--- config.mk ---
export PLATFORM = sky130hd
export DESIGN_NAME = instruction_memory_loader_flat
export DESIGN_NICKNAME = d
export VERILOG_FILES = /design/src/rtl/instruction_memory_loader_if.sv /design/src/rtl/instruction_memory_loader.sv /design/src/flat_wrapper.sv
export SDC_FILE = /design/constraint.sdc
export NUM_CORES = 1
export LEC_CHECK = 0
export ABC_AREA = 1
export BUFFER_PORTS_ARGS = -buffer_cell sky130_fd_sc_hd__buf_2
export CORE_UTILIZATION = 45
export DETAILED_ROUTE_END_ITERATION = 7
export GPL_ROUTABILITY_DRIVEN = 0
export PLACE_DENSITY = 0.77
export SYNTH_ARGS = -nofsm -noshare
export SYNTH_HDL_FRONTEND = slang
export SYNTH_SLANG_ARGS = --single-unit
--- constraint.sdc ---
create_clock -name clk -period 5.2 [get_ports clk]
set_clock_uncertainty 0.1 [all_clocks]
set_input_delay 0.26 -clock clk [delete_from_list [all_inputs] [get_ports clk]]
set_output_delay 0.26 -clock clk [all_outputs]
set_load 0.1 [all_outputs]
--- src/rtl/instruction_memory_loader_if.sv ---
`default_nettype none
// ============================================================================
// Interface : instruction_memory_loader_if
// Byte-stream handshake and instruction-memory write port of the program loader.
// Revision  : 1.0
// ============================================================================
interface instruction_memory_loader_if #(
    parameter int WORD_ADDR_BITS = 8
) ();
    logic                      byte_valid;
    logic [7:0]                byte_data;
    logic                      byte_last;
    logic                      byte_ready;
    logic                      mem_write_enable;
    logic                      mem_read_enable;
    logic [WORD_ADDR_BITS-1:0] mem_address;
    logic [31:0]               mem_write_data;

    modport master (
        output byte_valid, byte_data, byte_last,
        input  byte_ready, mem_write_enable, mem_read_enable, mem_address, mem_write_data
    );

    modport slave (
        input  byte_valid, byte_data, byte_last,
        output byte_ready, mem_write_enable, mem_read_enable, mem_address, mem_write_data
    );
endinterface
`default_nettype wire

--- src/rtl/instruction_memory_loader.sv ---
`default_nettype none
// ============================================================================
// Module   : instruction_memory_loader
// Packs a boot byte stream into little-endian 32-bit words, writes them to
// sequential instruction-memory word addresses and holds the core meanwhile.
// Optional trailing checksum byte: define IMEM_LOADER_CHECKSUM_EN.
// Revision : 1.0
// ============================================================================
module instruction_memory_loader #(
    parameter int MEMORY_SIZE         = 1024,
    parameter int MEMORY_ADDRESS_BITS = $clog2(MEMORY_SIZE)
) (
    input  logic                        clk,
    input  logic                        rst_n,
    input  logic                        start,
    instruction_memory_loader_if.slave  bus,
    output logic                        core_hold,
    output logic                        busy,
    output logic                        done,
    output logic                        overflow_error,
    output logic                        chk_error
);

    localparam int                     c_word_bits = MEMORY_ADDRESS_BITS - 2;
    localparam logic [c_word_bits-1:0] c_word_max  = '1;

    typedef enum logic [2:0] {
        S_IDLE  = 3'd0,
        S_RECV  = 3'd1,
        S_WRITE = 3'd2,
`ifdef IMEM_LOADER_CHECKSUM_EN
        S_CHECK = 3'd3,
`endif
        S_DONE  = 3'd4
    } state_t;

    state_t                 r_state;
    state_t                 w_next_state;
    logic [c_word_bits-1:0] r_word_addr;
    logic [c_word_bits-1:0] r_addr_hold;
    logic [1:0]             r_byte_cnt;
    logic [31:0]            r_buffer;
    logic                   r_last;
    logic                   r_overflow;
    logic                   w_byte_ready;
    logic                   w_write_en;
    logic                   w_accept;
`ifdef IMEM_LOADER_CHECKSUM_EN
    logic [7:0]             r_sum;
    logic                   r_chk_error;
`endif

    always_ff @(posedge clk or negedge rst_n) begin
        if (!rst_n) begin
            r_state <= S_IDLE;
        end else begin
            r_state <= w_next_state;
        end
    end

    always_comb begin
        w_next_state = r_state;
        w_byte_ready = 1'b0;
        w_write_en   = 1'b0;
        case (r_state)
            S_IDLE, S_DONE: begin
                if (start) begin
                    w_next_state = S_RECV;
                end
            end
            S_RECV: begin
                w_byte_ready = 1'b1;
                if (bus.byte_valid && (r_byte_cnt == 2'd3 || bus.byte_last)) begin
                    w_next_state = S_WRITE;
                end
            end
            S_WRITE: begin
                w_write_en = 1'b1;
                if (r_last) begin
`ifdef IMEM_LOADER_CHECKSUM_EN
                    w_next_state = S_CHECK;
`else
                    w_next_state = S_DONE;
`endif
                end else if (r_word_addr == c_word_max) begin
                    w_next_state = S_DONE;
                end else begin
                    w_next_state = S_RECV;
                end
            end
`ifdef IMEM_LOADER_CHECKSUM_EN
            S_CHECK: begin
                w_byte_ready = 1'b1;
                if (bus.byte_valid) begin
                    w_next_state = S_DONE;
                end
            end
`endif
            default: begin
                w_next_state = S_IDLE;
            end
        endcase
    end

    assign w_accept = bus.byte_valid & w_byte_ready;

    always_ff @(posedge clk or negedge rst_n) begin
        if (!rst_n) begin
            r_word_addr <= '0;
            r_addr_hold <= '0;
            r_byte_cnt  <= 2'd0;
            r_buffer    <= 32'd0;
            r_last      <= 1'b0;
            r_overflow  <= 1'b0;
`ifdef IMEM_LOADER_CHECKSUM_EN
            r_sum       <= 8'd0;
            r_chk_error <= 1'b0;
`endif
        end else begin
            case (r_state)
                S_IDLE, S_DONE: begin
                    if (start) begin
                        r_word_addr <= '0;
                        r_byte_cnt  <= 2'd0;
                        r_buffer    <= 32'd0;
                        r_last      <= 1'b0;
                        r_overflow  <= 1'b0;
`ifdef IMEM_LOADER_CHECKSUM_EN
                        r_sum       <= 8'd0;
                        r_chk_error <= 1'b0;
`endif
                    end
                end
                S_RECV: begin
                    if (w_accept) begin
                        // Lanes above the last byte stay zero because the buffer is cleared per word
                        r_buffer[{r_byte_cnt, 3'b000} +: 8] <= bus.byte_data;
                        r_byte_cnt <= r_byte_cnt + 2'd1;
                        r_last     <= bus.byte_last;
`ifdef IMEM_LOADER_CHECKSUM_EN
                        r_sum      <= r_sum + bus.byte_data;
`endif
                    end
                end
                S_WRITE: begin
                    r_buffer    <= 32'd0;
                    r_byte_cnt  <= 2'd0;
                    r_addr_hold <= r_word_addr;
                    if (!r_last) begin
                        if (r_word_addr == c_word_max) begin
                            r_overflow <= 1'b1;
                        end else begin
                            r_word_addr <= r_word_addr + 1'b1;
                        end
                    end
                end
`ifdef IMEM_LOADER_CHECKSUM_EN
                S_CHECK: begin
                    if (w_accept) begin
                        r_chk_error <= (bus.byte_data != r_sum);
                    end
                end
`endif
                default: begin
                end
            endcase
        end
    end

    assign busy                 = (r_state != S_IDLE) && (r_state != S_DONE);
    assign core_hold            = busy;
    assign done                 = (r_state == S_DONE);
    assign overflow_error       = r_overflow;
`ifdef IMEM_LOADER_CHECKSUM_EN
    assign chk_error            = r_chk_error;
`else
    assign chk_error            = 1'b0;
`endif

    // Address follows the live word pointer only while writing, otherwise it parks
    assign bus.byte_ready       = w_byte_ready;
    assign bus.mem_write_enable = w_write_en;
    assign bus.mem_read_enable  = ~busy;
    assign bus.mem_address      = w_write_en ? r_word_addr : r_addr_hold;
    assign bus.mem_write_data   = r_buffer;

endmodule
`default_nettype wire

--- src/flat_wrapper.sv ---
// flat-port wrapper written by rule: the top's interface ports become plain ports
module instruction_memory_loader_flat 
#(
    parameter int MEMORY_SIZE         = 1024,
    parameter int MEMORY_ADDRESS_BITS = $clog2(MEMORY_SIZE)
)
  (clk, rst_n, start, core_hold, busy, done, overflow_error, chk_error, bus_byte_valid, bus_byte_data, bus_byte_last, bus_byte_ready, bus_mem_write_enable, bus_mem_read_enable, bus_mem_address, bus_mem_write_data);
  instruction_memory_loader_if #(.WORD_ADDR_BITS(8)) bus_i ();
  input  logic clk;
  input  logic rst_n;
  input  logic start;
  output logic core_hold;
  output logic busy;
  output logic done;
  output logic overflow_error;
  output logic chk_error;
  input wire logic [$bits(bus_i.byte_valid)-1:0] bus_byte_valid;
  input wire logic [$bits(bus_i.byte_data)-1:0] bus_byte_data;
  input wire logic [$bits(bus_i.byte_last)-1:0] bus_byte_last;
  output wire logic [$bits(bus_i.byte_ready)-1:0] bus_byte_ready;
  output wire logic [$bits(bus_i.mem_write_enable)-1:0] bus_mem_write_enable;
  output wire logic [$bits(bus_i.mem_read_enable)-1:0] bus_mem_read_enable;
  output wire logic [$bits(bus_i.mem_address)-1:0] bus_mem_address;
  output wire logic [$bits(bus_i.mem_write_data)-1:0] bus_mem_write_data;
  assign bus_i.byte_valid = bus_byte_valid;
  assign bus_i.byte_data = bus_byte_data;
  assign bus_i.byte_last = bus_byte_last;
  assign bus_byte_ready = bus_i.byte_ready;
  assign bus_mem_write_enable = bus_i.mem_write_enable;
  assign bus_mem_read_enable = bus_i.mem_read_enable;
  assign bus_mem_address = bus_i.mem_address;
  assign bus_mem_write_data = bus_i.mem_write_data;
  instruction_memory_loader #(.MEMORY_SIZE(MEMORY_SIZE), .MEMORY_ADDRESS_BITS(MEMORY_ADDRESS_BITS)) u_core (.clk(clk), .rst_n(rst_n), .start(start), .bus(bus_i), .core_hold(core_hold), .busy(busy), .done(done), .overflow_error(overflow_error), .chk_error(chk_error));
endmodule
==> key figures <==
Placement
  – DP HPWL: 4420 µm
  – Buffers on Ports: 59
  – Placed insts: 472
  – Placed inst area: around 3100 µm²
  – Setup slack after placement: 2.53 ns

Worst setup path
  – Buf/Inv on CP: 1
  – CP endpoint: u_core.bus.mem_write_data[15]$_DFFE_PN0P_
  – CP delay by family, top: flip-flops
  – Slowest stage cell, crit path: dfrtp_1
  – Crit path kind: reg -> reg
  – CP peak stage delay: approximately 0.7 ns
  – Reg-to-Reg End: u_core.bus.mem_write_data[15]$_DFFE_PN0P_
  – Crit path arrival time: about 2.9 ns
  – Critical Path Start: u_core.r_byte_cnt[0]$_DFFE_PN0P_
  – R2R setup slack: 2.45 ns
  – Crit path launch type: flip-flop
  – Critical R2R Launch: u_core.r_byte_cnt[0]$_DFFE_PN0P_
  – CP Data Required Time: around 5.3 ns
  – Crit-path cells: clkinv_1 > ha_1 > nand2_1 > nor2_1 > nand4_1 > o21ai_0
  – Worst reg2reg path depth: 6
  – CP max FO: 19
  – Crit path depth: 6
  – CP Capture Type: flip-flop

Clocking
  – H-tree lvl count: 2
  – Setup bufs post-CTS: 0
  – TritonCTS clock tree: done
  – CTS sink cnt: 55
  – Clk Latency, worst-skew pair: 0.31 ns
  – CTS Buf Count: 5
  – Clock transition at the registers of the reported paths: 0.10 ns
  – CTS root buf: clkbuf_8
  – Maximum clock path buffer count: 2

Route
  – Top layer in use: met4
  – Final ANT Viol Nets: 0
  – Via count: 2477
  – Vias/cell: slightly above 5
  – DRC viols: 0
  – Routed WL: 6260 µm
  – DR iter-0 viols: 138
  – Metal3 WL: around 400 µm
  – Met2 WL: ~2700 µm
  – DR WL/cell: 13.0 µm
  – M1 WL: 2970 µm
  – Drt pass-1 iters: 6

Power and ir drop
  – Pwr Density: approximately 570 nW/µm²
  – Leak: 1.67 nW
  – Max VDD drop: between 0.4 and 0.5 mV
  – Power, Total: 1.86 mW

Final layout
  – Post-layout util: ~54%
  – Fin cells: 481
  – Multi-input gate area: 1270 µm²
  – Layout cells sized above 1: 20.4%
  – Final net count: 425
  – Layout fillers: 583
  – Post-Layout Inst Area: 3260 µm²
  – Synth-to-layout area growth: 14.0%
  – Ant diodes: 0
  – Reg area: between 1000 and 1500 µm²

Synthesis
  – Synth area leader: dfrtp_1
  – Syn Area/Cell: 8.05 µm²
  – Synthesized Nets: around 380
  – Synthesized area: 2860 µm²
  – Gate Count Post-Synth: 355
  – Warnings from Yosys: 0
  – Synth unique cells: 29
  – Synthesized flop and latch total: 55
  – Top cell type's share of synthesized area: 48.2%
  – Register area share after synthesis: 48.2%
  – Top cells by area, synth: dfrtp_1 48%, nand2_1 15%, nand3_1 6.7%

Die
  – Die Area: 6670 µm²
  – Starting Density: between 40% and 50%
  – CORE AREA: 6030 µm²
  – Width of the die: 81.7 µm
  – Die height: 81.7 µm
  – Site Rows: 28
  – Top Ports: 61

Timing
  – Max Slew Vio Count: 0
  – Fin Setup TNS: 0 ns
  – Max frequency: approximately 360 MHz
  – RSZ-0062 raised after global routing: false
  – Period utilisation layout: between 50 and 60%
  – Final Setup Violations: 0
  – Slew margin rel.: 41.4%
  – Final hold vios: 0
  – Hold Slack: 0.113 ns
  – Final min period: 2.75 ns
  – Setup ws final: 2.45 ns
  – Slew @ Worst Pin: ~0.88 ns

GRT
  – Global-route wire length before repair: 10300 µm
  – Largest net degree at the start of global routing: 56
  – GRT overflow: 0
  – Total track usage: approximately a fifth
  – Initial antenna violation count: 0
  – Vias in the first global route: 2231

Hold path
  – WHS Path Cells: 3
  – Worst hold path class: in -> reg

Run status
  – Status: finished clean

Flow run
  – Max-Cap Viols: 0
==> logic make-up after synthesis <==
kind of cell / count (synthesis) / synth area share [%]
compound gates: 38 / 6.92
fa+ha+maj: 7 / 3.06
buf+inv: 40 / 7.31
flops: 55 / 48.2
other cells: 1 / 0.131
simple gates: 214 / 34.4
==> report_power, final <==
part | internal, mW | total [mW] | switching [mW] | leakage, nW
Clock | 0.156 | 0.292 | 0.136 | 0.0612
Sequential | 0.483 | 0.533 | 0.0504 | 0.759
Combinational | 0.168 | 1.03 | 0.867 | 0.852
==> state kept, by name (all words and copies together), names as in the netlist <==
name                       cells
u_core.bus.mem_write_data     32
u_core.r_addr_hold             8
u_core.r_word_addr             8
u_core.r_state                 3
u_core.r_byte_cnt              2
u_core.overflow_error          1
u_core.r_last                  1
==> what timing repair did <==
item / CTS / global route
endpoints found under the hold margin: 55 / 0
resized for setup: 0 / 0
hold buffers: 1 / 0
==> cells in the final DEF (no fill, tap or decap), drive strengths merged <==
master,count
or2,6
dfrtp,55
ha,7
inv,21
nor2,19
nand3,43
nor3,18
o21bai,1
dlygate4sd3,1
clkinv,2
clkbuf,6
nand2,116
a21oi,1
nand4,11
o21a,2
bufinv,1
conb,1
nand3b,1
buf,60
o21ai,34
==> how the worst min path moves through the flow <==
stage / slack [ns] / start / endpoint
5_1_grt: 0.13 / bus_byte_last / u_core.r_last$_DFFE_PN0P_
6_report: 0.11 / bus_byte_last / u_core.r_last$_DFFE_PN0P_
3_3_place_gp: 0.32 / rst_n / u_core.r_addr_hold[2]$_DFFE_PN0P_
4_1_cts: 0.11 / bus_byte_last / u_core.r_last$_DFFE_PN0P_
2_1_floorplan: -0.14 / rst_n / u_core.bus.mem_write_data[0]$_DFFE_PN0P_
3_5_place_dp: 0.33 / rst_n / u_core.r_addr_hold[2]$_DFFE_PN0P_
==> tightest hold or removal path: stages <==
cell and delay [ns]:
buf_2 0.10, nand3_1 0.06, o21ai_0 0.07
==> synth_stat cells, drive strengths merged <==
cell type	count
nand2	116
dfrtp	55
nand3	43
o21ai	34
inv	21
nor2	19
nor3	18
buf	13
nand4	11
ha	7
or2	6
clkbuf	5
o21a	2
a21oi	1
clkinv	1
conb	1
nand3b	1
o21bai	1
==> layer usage <==
layer  global-route usage, %  up-vias
met5                       0        -
met4                    9.82        0
met3                    4.22       14
met2                    29.1       79
met1                    29.1     1123
li1                        -     1261
==> cell type report <==
cell class              instances  area share, %
flip-flops and latches         55           42.2
clock inverters                 2           1.08
clock buffers                   6           2.53
inverters                      22           2.61
multi-input cells             260           39.1
well taps                      75           2.88
repair buffers                 61           9.60
Note: power is estimated with default switching activity, not from simulation.
